File: config.mk
export PLATFORM = sky130hd
export DESIGN_NAME = alu_exec_unit
export DESIGN_NICKNAME = d
export VERILOG_FILES = /design/src/rtl/alu_exec_unit.sv
export SDC_FILE = /design/constraint.sdc
export NUM_CORES = 1
export LEC_CHECK = 0
export CAP_MARGIN = 20
export CORE_ASPECT_RATIO = 0.5
export CORE_MARGIN = 2
export CORE_UTILIZATION = 50
export DETAILED_ROUTE_END_ITERATION = 6
export GPL_TIMING_DRIVEN = 0
export HOLD_SLACK_MARGIN = 0.08
export PLACE_DENSITY = 0.72
export SETUP_SLACK_MARGIN = 0.02
export SLEW_MARGIN = 5
export SYNTH_ARGS = -nofsm -noshare
export SYNTH_HDL_FRONTEND = slang
export SYNTH_SLANG_ARGS = --single-unit
File: constraint.sdc
create_clock -name clk -period 6.95 [get_ports clk]
set_clock_uncertainty 0.1 [all_clocks]
set_input_delay 0.695 -clock clk [delete_from_list [all_inputs] [get_ports clk]]
set_output_delay 0.695 -clock clk [all_outputs]
set_load 0.03 [all_outputs]
File: src/rtl/alu_exec_unit.sv
// alu_exec_unit: RV32 integer ALU, single-cycle ops plus a bit-serial shifter under a valid/ready handshake
module alu_exec_unit #(
  parameter int XLEN = 32
) (
  input  logic            clk,
  input  logic            rst_n,
  input  logic            in_valid,
  output logic            in_ready,
  input  logic [3:0]      op,
  input  logic [XLEN-1:0] a,
  input  logic [XLEN-1:0] b,
  output logic            out_valid,
  input  logic            out_ready,
  output logic [XLEN-1:0] result,
  output logic            zero,
  output logic            illegal
);
  typedef enum logic [1:0] {IDLE, SHIFT, DONE} state_t;
  state_t state, state_nxt;
  logic            acc, is_shift, alu_ill;
  logic [XLEN-1:0] alu_res, sh, sh_nxt;
  logic [4:0]      cnt;
  logic [1:0]      sh_op;
  assign in_ready  = rst_n & (state == IDLE | (state == DONE & out_ready));
  assign out_valid = state == DONE;
  assign acc       = in_valid & in_ready;
  assign is_shift  = op == 4'b0001 | op == 4'b0101 | op == 4'b1101;
  // shifts report a here so that a zero shift amount completes in one cycle
  always_comb begin
    alu_res = '0;
    alu_ill = 1'b0;
    case (op)
      4'b0000: alu_res = a + b;
      4'b1000: alu_res = a - b;
      4'b0010: alu_res = {{(XLEN-1){1'b0}}, $signed(a) < $signed(b)};
      4'b0011: alu_res = {{(XLEN-1){1'b0}}, a < b};
      4'b0100: alu_res = a ^ b;
      4'b0110: alu_res = a | b;
      4'b0111: alu_res = a & b;
      4'b0001, 4'b0101, 4'b1101: alu_res = a;
      default: alu_ill = 1'b1;
    endcase
  end
  // sh_op = {arith, right}
  assign sh_nxt = sh_op[0] ? {sh_op[1] & sh[XLEN-1], sh[XLEN-1:1]} : {sh[XLEN-2:0], 1'b0};
  always_comb begin
    state_nxt = state;
    if (acc)
      state_nxt = (is_shift && b[4:0] != 5'd0) ? SHIFT : DONE;
    else if (state == SHIFT)
      state_nxt = cnt == 5'd1 ? DONE : SHIFT;
    else if (state == DONE && out_ready)
      state_nxt = IDLE;
  end
  always_ff @(posedge clk) begin
    if (!rst_n) begin
      state   <= IDLE;
      result  <= '0;
      zero    <= 1'b0;
      illegal <= 1'b0;
      sh      <= '0;
      cnt     <= '0;
      sh_op   <= '0;
    end else begin
      state <= state_nxt;
      if (acc) begin
        result  <= alu_res;
        zero    <= alu_res == '0;
        illegal <= alu_ill;
        sh      <= a;
        cnt     <= b[4:0];
        sh_op   <= op[3:2];
      end else if (state == SHIFT) begin
        sh     <= sh_nxt;
        cnt    <= cnt - 5'd1;
        result <= sh_nxt;
        zero   <= sh_nxt == '0;
      end
    end
  end
endmodule

After elaboration in Yosys (flattened, before gate mapping)
Cells that the tools add are included.
{"block": "word_totals", "out_inout_bits": 36, "wordCells": 60, "ff_bits": 75}
{"block": "classes", "add_sub_neg": 3, "muxes": 15, "bitwise": 10, "order_cmp": 2, "n_reduce_logical": 11, "eq_ne": 12}
{"cell": "case mux 32 bit (8 select lines)", "count": 1}
{"cell": "2-to-1 mux 32 bit", "count": 4}
{"cell": "logical NOT 32 bit", "count": 2}
{"cell": "< comparator 32 bit", "count": 2}
{"cell": "adder 32 bit", "count": 1}
{"cell": "bitwise AND 32 bit", "count": 1}
{"cell": "OR 32 bit", "count": 1}
{"cell": "subtractor 32 bit", "count": 1}
{"cell": "XOR 32 bit", "count": 1}
{"cell": "equality test 4 x 3 -> 1 bit (second input constant)", "count": 4}
{"cell": "2-to-1 mux 2 bit", "count": 5}
{"cell": "2-to-1 mux 5 bit", "count": 2}
{"cell": "OR reduction 10 bit", "count": 1}
{"cell": "equality test 4 x 2 -> 1 bit (second input constant)", "count": 2}
{"cell": "equality test 4 bit (second input constant)", "count": 2}
{"cell": "equality test 5 x 1 -> 1 bit (second input constant)", "count": 1}
{"cell": "nonzero test 5 bit", "count": 1}
{"cell": "subtractor 5 x 1 -> 5 bit (second input constant)", "count": 1}
{"cell": "bitwise AND 1 bit", "count": 4}
{"cell": "equality test 4 x 1 -> 1 bit (second input constant)", "count": 1}
{"cell": "logical NOT 4 bit", "count": 1}
{"cell": "2-to-1 mux 1 bit", "count": 3}
{"cell": "OR 1 bit", "count": 3}
{"cell": "nonzero test 3 bit", "count": 1}
{"cell": "other kinds (6)", "count": 7}

Longest topological paths before layout
Gate-level depths: netlist of the first run.
{"block": "depth", "ltp_word": 6, "ltp_mapped": 15}

Worst setup path after synthesis of the first run
OpenSTA, ideal clock, no wires.
{"block": "synth_timing", "path_type": "input to register", "start": "in a[0]", "end": "reg zero", "required_time_ns": 6.754, "setup_slack_ns": 3.044, "setup_ns": 0.096, "path_buffers": 0, "t_arrival_ns": 3.711, "path_stages": 13, "cell_sequence": "ha_1 -> fa_1 -> a21o_1 -> and3_1 -> or2_1 -> a221o_1 -> a222oi_1 -> nand2_1 -> or4_1 -> nor4_1 -> and4b_1 -> nand4_1 -> o41ai_2"}
{"block": "synth_via", "elab_chain_len": 4}
{"element": "start: declaration", "line_no": "10", "rtl": "input logic [XLEN-1:0] a,"}
{"element": "subtractor 32 bit, or another cell as far along", "line_no": "34", "rtl": "4'b1000: alu_res = a - b;"}
{"element": "case mux 32 bit (8 select lines) *", "line_no": "32", "rtl": "case (op)"}
{"element": "logical NOT 32 bit *", "line_no": "68", "rtl": "zero <= alu_res == '0;"}
{"element": "2-to-1 mux 1 bit *", "line_no": "66", "rtl": "if (acc) begin"}
{"element": "end signal: assignment", "line_no": "59", "rtl": "zero <= 1'b0;"}
{"element": "end signal: assignment", "line_no": "68"}
{"element": "end signal: assignment", "line_no": "77", "rtl": "zero <= sh_nxt == '0;"}
{"element": "end: declaration", "line_no": "15", "rtl": "output logic zero,"}
Every way passes the cells marked *; elsewhere a longest branch is shown, timed or not.
A chain may end at the register's enable or synchronous reset.

Worst setup path in the final report of the first run
{"block": "layout_timing", "start": "in a[5]", "end": "reg zero"}
Same word-level chain as after synthesis.

==> results.toml, run 1 <==
[timing]
finalSetupTns_ns = 0
period_needed_ns = 5.93
rsz0062_at_grt = "no"
hold_viol = 0
slew_violations = 0
worst_pin_slew_ns = 1.29
fmax_mhz = 169
setup_viol = 0
slew_headroom_pct = 14.1
post-route-period-util_pct = 85.3

[clocking]
postCtsSetupBuffers = 0
ctsResizeCount = 0
cts_tree = "done"
cts-hold-fix-buffers = 0
numCtsBuffers = 9
clockBufferDepth = 2
clk_pin_slew_ns = 0.05
clk_latency_ns = 0.34
htree_levels = 3
clock_sinks = 75
cts-root-buf = "clkbuf_16"

[worst_setup_path]
end_kind = "register"
crit_path_start_kind = "input pin"
path_class = "input pin to register"
path_cells = "clkdlybuf4s50_1 -> inv_1 -> ha_1 -> buf_6 -> inv_1 -> a221oi_1 -> a21oi_1 -> nor2_1 -> a21oi_1 -> a221oi_1 -> nand4_1 -> nor4_1 -> and4b_1 -> nand4_1 -> o41ai_2"
critPathMaxFanout = 10
cp.buffers_inverters = 4
critPathTopFamily = "compound AO/OA/AOI/OAI gates"
slowest_delay_ns = 1.10
crit_slowest_cell = "a221oi_1"
crit_arrival_ns = 6.06
required_ns = 7.08

[floorplan]
die_w_um = 198
core.rowCount = 35
die_height_um = 101
ios = 108
core-area_sq_um = 18400
die_area_sq_um = 20000
initial_utilization_pct = 51.1

[final_layout]
stdcell_count = 1751
fin_nets = 1663
drive_above_1_share_pct = 3.16
area_growth_pct = 18.5

[logic_synthesis]
async_flop_share_pct = 0
synth_top_family_by_area = "compound AO/OA/AOI/OAI gates"
syn_inst = 1365
yosysWarnings = 0
synth_seq_area_share_pct = 15.9
synth_xor_area_share_pct = 1.12
synthAdderAreaFrac_pct = 14.4
synth-compound-area-share_pct = 33.4
synth_area_sq_um = 9420
synth_flop_cell = "dfxtp_1"
synth-edff-count = 0
synth.area.top_cells = "dfxtp_1, ha_1, a21oi_1"
ys_types = 79
synth_top_area_cell = "dfxtp_1"
synth.most_common_cell = "nor2_1"
synth_top_area_share_pct = 15.9
synthMuxAreaShare_pct = 2.71
ys_seq_elements = 75
ys_top_cells_by_count = "nor2_1, a21oi_1, nand2_1, ha_1, inv_1"
syn_area_per_cell_sq_um = 6.90
syn_nets = 1544
yosys.area_share.simple_pct = 24.4

[global_routing]
antenna_found_initial = 1
grt_max_degree = 13
gr-total-overflow = 0
grt_pass1_wl_mm = 63.9
grt_pass1_vias = 10500
grtUsageTotal_pct = 42.8

[power_and_ir_drop]
power_mw = 1.87
peakVddDrop_v = 0.000137
powerDensity_nw_per_um2 = 167
leakagePower_nw = 4.59

[detailed_routing]
ant_nets = 0
detailedRoute.firstPassIterationCount = 6
vias = 11900
vias_per_cell = 6.77
finalWirelength_mm = 43.6
drt-initial-drc-count = 1821
wire_per_inst_um = 24.9
route.detailed.drc = 0

[placement]
dp.cells = 1731
io_buffers = 106
place_congestion = 1.07
hpwl_mm = 34.4

[outcome]
status = "finished clean"

[worst_hold_path]
hold_class = "register to register"

[flow_run]
drv_cap = 0
==> cell families (layout without fill, tap and decap cells) <==
kind of cell,Yosys count,after routing
AND/OR/NAND/NOR,482,482
multiplexers,25,25
other,0,3
AO/OA/AOI/OAI,467,467
buffers and inverters,197,321
XOR/XNOR,12,12
flip-flops,75,75
adder cells (fa/ha/maj),107,107
==> worst register-to-register path, stage by stage (launching register included) <==
cell and delay, ns:
dfxtp_1 0.33, a211oi_1 0.44, nand2_1 0.20, a2111oi_0 0.52
nor2b_1 0.21, nand2_1 0.05, or4_1 0.50, nor4_1 0.36
and4b_1 0.34, nand4_1 0.15, o41ai_2 0.32
==> where the power goes <==
group          internal [mW]  leakage [nW]  switching (mW)
sequential             0.466         0.614          0.0339
combinational          0.293          3.82           0.561
clock                  0.333         0.159           0.179
total                   1.09          4.59           0.774
==> routing by layer <==
layer | track usage (%) | vias up | share of wire, %
li1 | - | 5216 | -
met4 | 10.7 | 0 | 2.7
met3 | 17.0 | 118 | 17
met5 | 0 | - | 0
met2 | 59.9 | 931 | 38
met1 | 60.4 | 5594 | 42
==> path summary, 6_finish.rpt <==
check | start | to | slack [ns] | cells after the start
worst max register to register | state[1] | zero | 3.33 | 10
worst min register to register | sh_op[1] | sh_op[1] | 0.38 | 2
worst max-delay path | a[5] | zero | 1.02 | 15
worst min-delay path | sh_op[1] | sh_op[1] | 0.38 | 2
==> state kept, by name, summed over array words and instances (netlist names) <==
name	flops
sh_op	2
zero	1
illegal	1
result	32
cnt	5
sh	32
state	2
==> final cells by class <==
cell class	count	area, sq um
Tap cell	259	324
Clock inverter	4	72.6
Antenna cell	3	7.51
Timing Repair Buffer	108	1080
Sequential cell	75	1500
Clock buffer	12	256
Fill cell	1765	7270
Buffer	93	370
Inverter	104	390
Multi-Input combinational cell	1093	7170
==> per-stage QoR <==
stage	utilization (%)	hold slack, ns	worst slack, ns	cell area [sq um]
after floorplan	-	0.337	3.04	9420
after global placement	58.6	0.353	1.31	10800
after detailed placement	58.7	0.358	1.18	10800
after CTS	60.5	0.365	1.50	11200
after global routing	60.5	0.411	0.999	11200
final	60.6	0.376	1.02	11200
==> cells in the final DEF, fill, tap and decap left out, types with 16 or more instances in the layout <==
cell type / instances
and3_1: 24
a21oi_1: 124
a31oi_1: 21
dfxtp_1: 75
o31ai_1: 16
nor2_1: 165
inv_1: 102
mux2i_1: 21
a211oi_1: 44
clkdlybuf4s50_1: 106
a221oi_1: 18
o211ai_1: 23
o21ai_0: 83
ha_1: 105
nand2_1: 112
nor4_1: 18
nor3_1: 38
nor2b_1: 32
nand3_1: 22
buf_1: 16
clkbuf_1: 68
Power figures use the tool's default switching activity.
==> inputs of run 2 (changes only) <==
ABC_CLOCK_PERIOD_IN_PS = 6950   (was unset)
RECOVER_POWER = 25   (was unset)
SKIP_LAST_GASP = 1   (was unset)
==> results.toml, run 2 (synthesis results as in run 1) <==
[timing]
fin_ws_ns = 0.913
slew_headroom_pct = 13.3
rsz0062_at_grt = "no"
fmax_mhz = 166
finalSetupTns_ns = 0
hold_viol = 0
slew_violations = 0
worst_pin_slew_ns = 1.30
setup_viol = 0
post-route-period-util_pct = 86.9
period_needed_ns = 6.04

[clocking]
ctsResizeCount = 0
cts-root-buf = "clkbuf_16"
numCtsBuffers = 9
postCtsSetupBuffers = 0
clockBufferDepth = 2
htree_levels = 3
cts-hold-fix-buffers = 0
clk_latency_ns = 0.34
clock_sinks = 75
cts_tree = "done"
clk_pin_slew_ns = 0.05

[global_routing]
grt_pass1_wl_mm = 63.9
gr-total-overflow = 0
grtUsageTotal_pct = 42.8
grt_max_degree = 13
grt_pass1_vias = 10500
antenna_found_initial = 1

[final_layout]
fin_nets = 1663
reg_top3 = "result: 32 flops, sh: 32 flops, cnt: 5 flops"
drive_above_1_share_pct = 3.16
mostFrequentLayoutCell = "nor2_1"
area_growth_pct = 18.5
final_cell_mix = "nor2_1, a21oi_1, nand2_1"

[placement]
place_congestion = 1.07
io_buffers = 106
dp_slack_ns = 1.18
hpwl_mm = 34.4

[detailed_routing]
route.detailed.drc = 3
drt-initial-drc-count = 1834
finalWirelength_mm = 43.5
vias = 11900
detailedRoute.firstPassIterationCount = 7
ant_nets = 0
vias_per_cell = 6.81
wire_per_inst_um = 24.9

[worst_setup_path]
end_kind = "register"
critPathMaxFanout = 4
critPathTopFamily = "compound AO/OA/AOI/OAI gates"
crit_path_start_kind = "input pin"
crit_slowest_cell = "a221oi_1"
r2r_slack_ns = 3.25
path_class = "input pin to register"
required_ns = 7.08
path_cells = "clkdlybuf4s50_1 -> inv_1 -> ha_1 -> inv_1 -> fa_1 -> nor2b_1 -> o21ai_0 -> a21oi_1 -> nor2_1 -> a21oi_1 -> a221oi_1 -> nand4_1 -> nor4_1 -> and4b_1 -> nand4_1 -> o41ai_2"
slowest_delay_ns = 1.11
crit_arrival_ns = 6.17
cp.buffers_inverters = 3

[outcome]
status = "finished with violations"
failed_checks = "DRC"

[worst_hold_path]
hold_class = "register to register"

[floorplan]
die_area_sq_um = 20000
ios = 108
core-area_sq_um = 18400
die_height_um = 101
die_w_um = 198
core.rowCount = 35
initial_utilization_pct = 51.1

[power_and_ir_drop]
powerDensity_nw_per_um2 = 167
leakagePower_nw = 4.67
peakVddDrop_v = 0.000136

[flow_run]
drv_cap = 0
[run 2: cell type report]
cell class	instances	area, sq um
Multi-Input combinational cell	1093	7170
Timing Repair Buffer	108	1080
Buffer	93	370
Antenna cell	2	5.00
Sequential cell	75	1500
Inverter	104	390
Clock buffer	12	256
Tap cell	259	324
Clock inverter	4	72.6
Fill cell	1765	7270
[run 2: routing by layer]
metal	vias up	GRT usage, %	wire, um
met5	-	0	0
met3	143	17.0	7590
li1	5229	-	-
met4	0	10.7	1280
met1	5597	60.4	18100
met2	946	59.9	16600
[run 2: worst reg2reg max path: stages, from the launching register on]
cell       delay (ns)
dfxtp_1          0.33
a211oi_1         0.46
nand2_1          0.21
a2111oi_0        0.54
nor2b_1          0.21
nand2_1          0.05
or4_1            0.50
nor4_1           0.39
and4b_1          0.34
nand4_1          0.15
o41ai_2          0.32
[run 2: where the power goes]
part	internal [mW]	total, mW	leakage [nW]	switching (mW)
sequential	0.466	0.498	0.614	0.0328
clock	0.333	0.513	0.159	0.179
combinational	0.289	0.850	3.90	0.561
total	1.09	1.86	4.67	0.774
[run 2: metrics by stage]
step	power (mW)	hold WS, ns	util, %	cell area, sq um	cells
finish	1.86	0.376	60.6	11200	1750
CTS	1.82	0.365	60.5	11200	1747
global placement	1.30	0.353	58.6	10800	1730
detailed placement	1.31	0.358	58.7	10800	1731
floorplan	1.00	0.337	-	9420	1365
global route	1.93	0.411	60.5	11200	1748
[run 2: final timing paths]
path              startpoint        to  cells past startpoint
setup / recovery        a[0]      zero                     16
hold / removal      sh_op[1]  sh_op[1]                      2
setup reg to reg    state[1]      zero                     10
hold reg to reg     sh_op[1]  sh_op[1]                      2
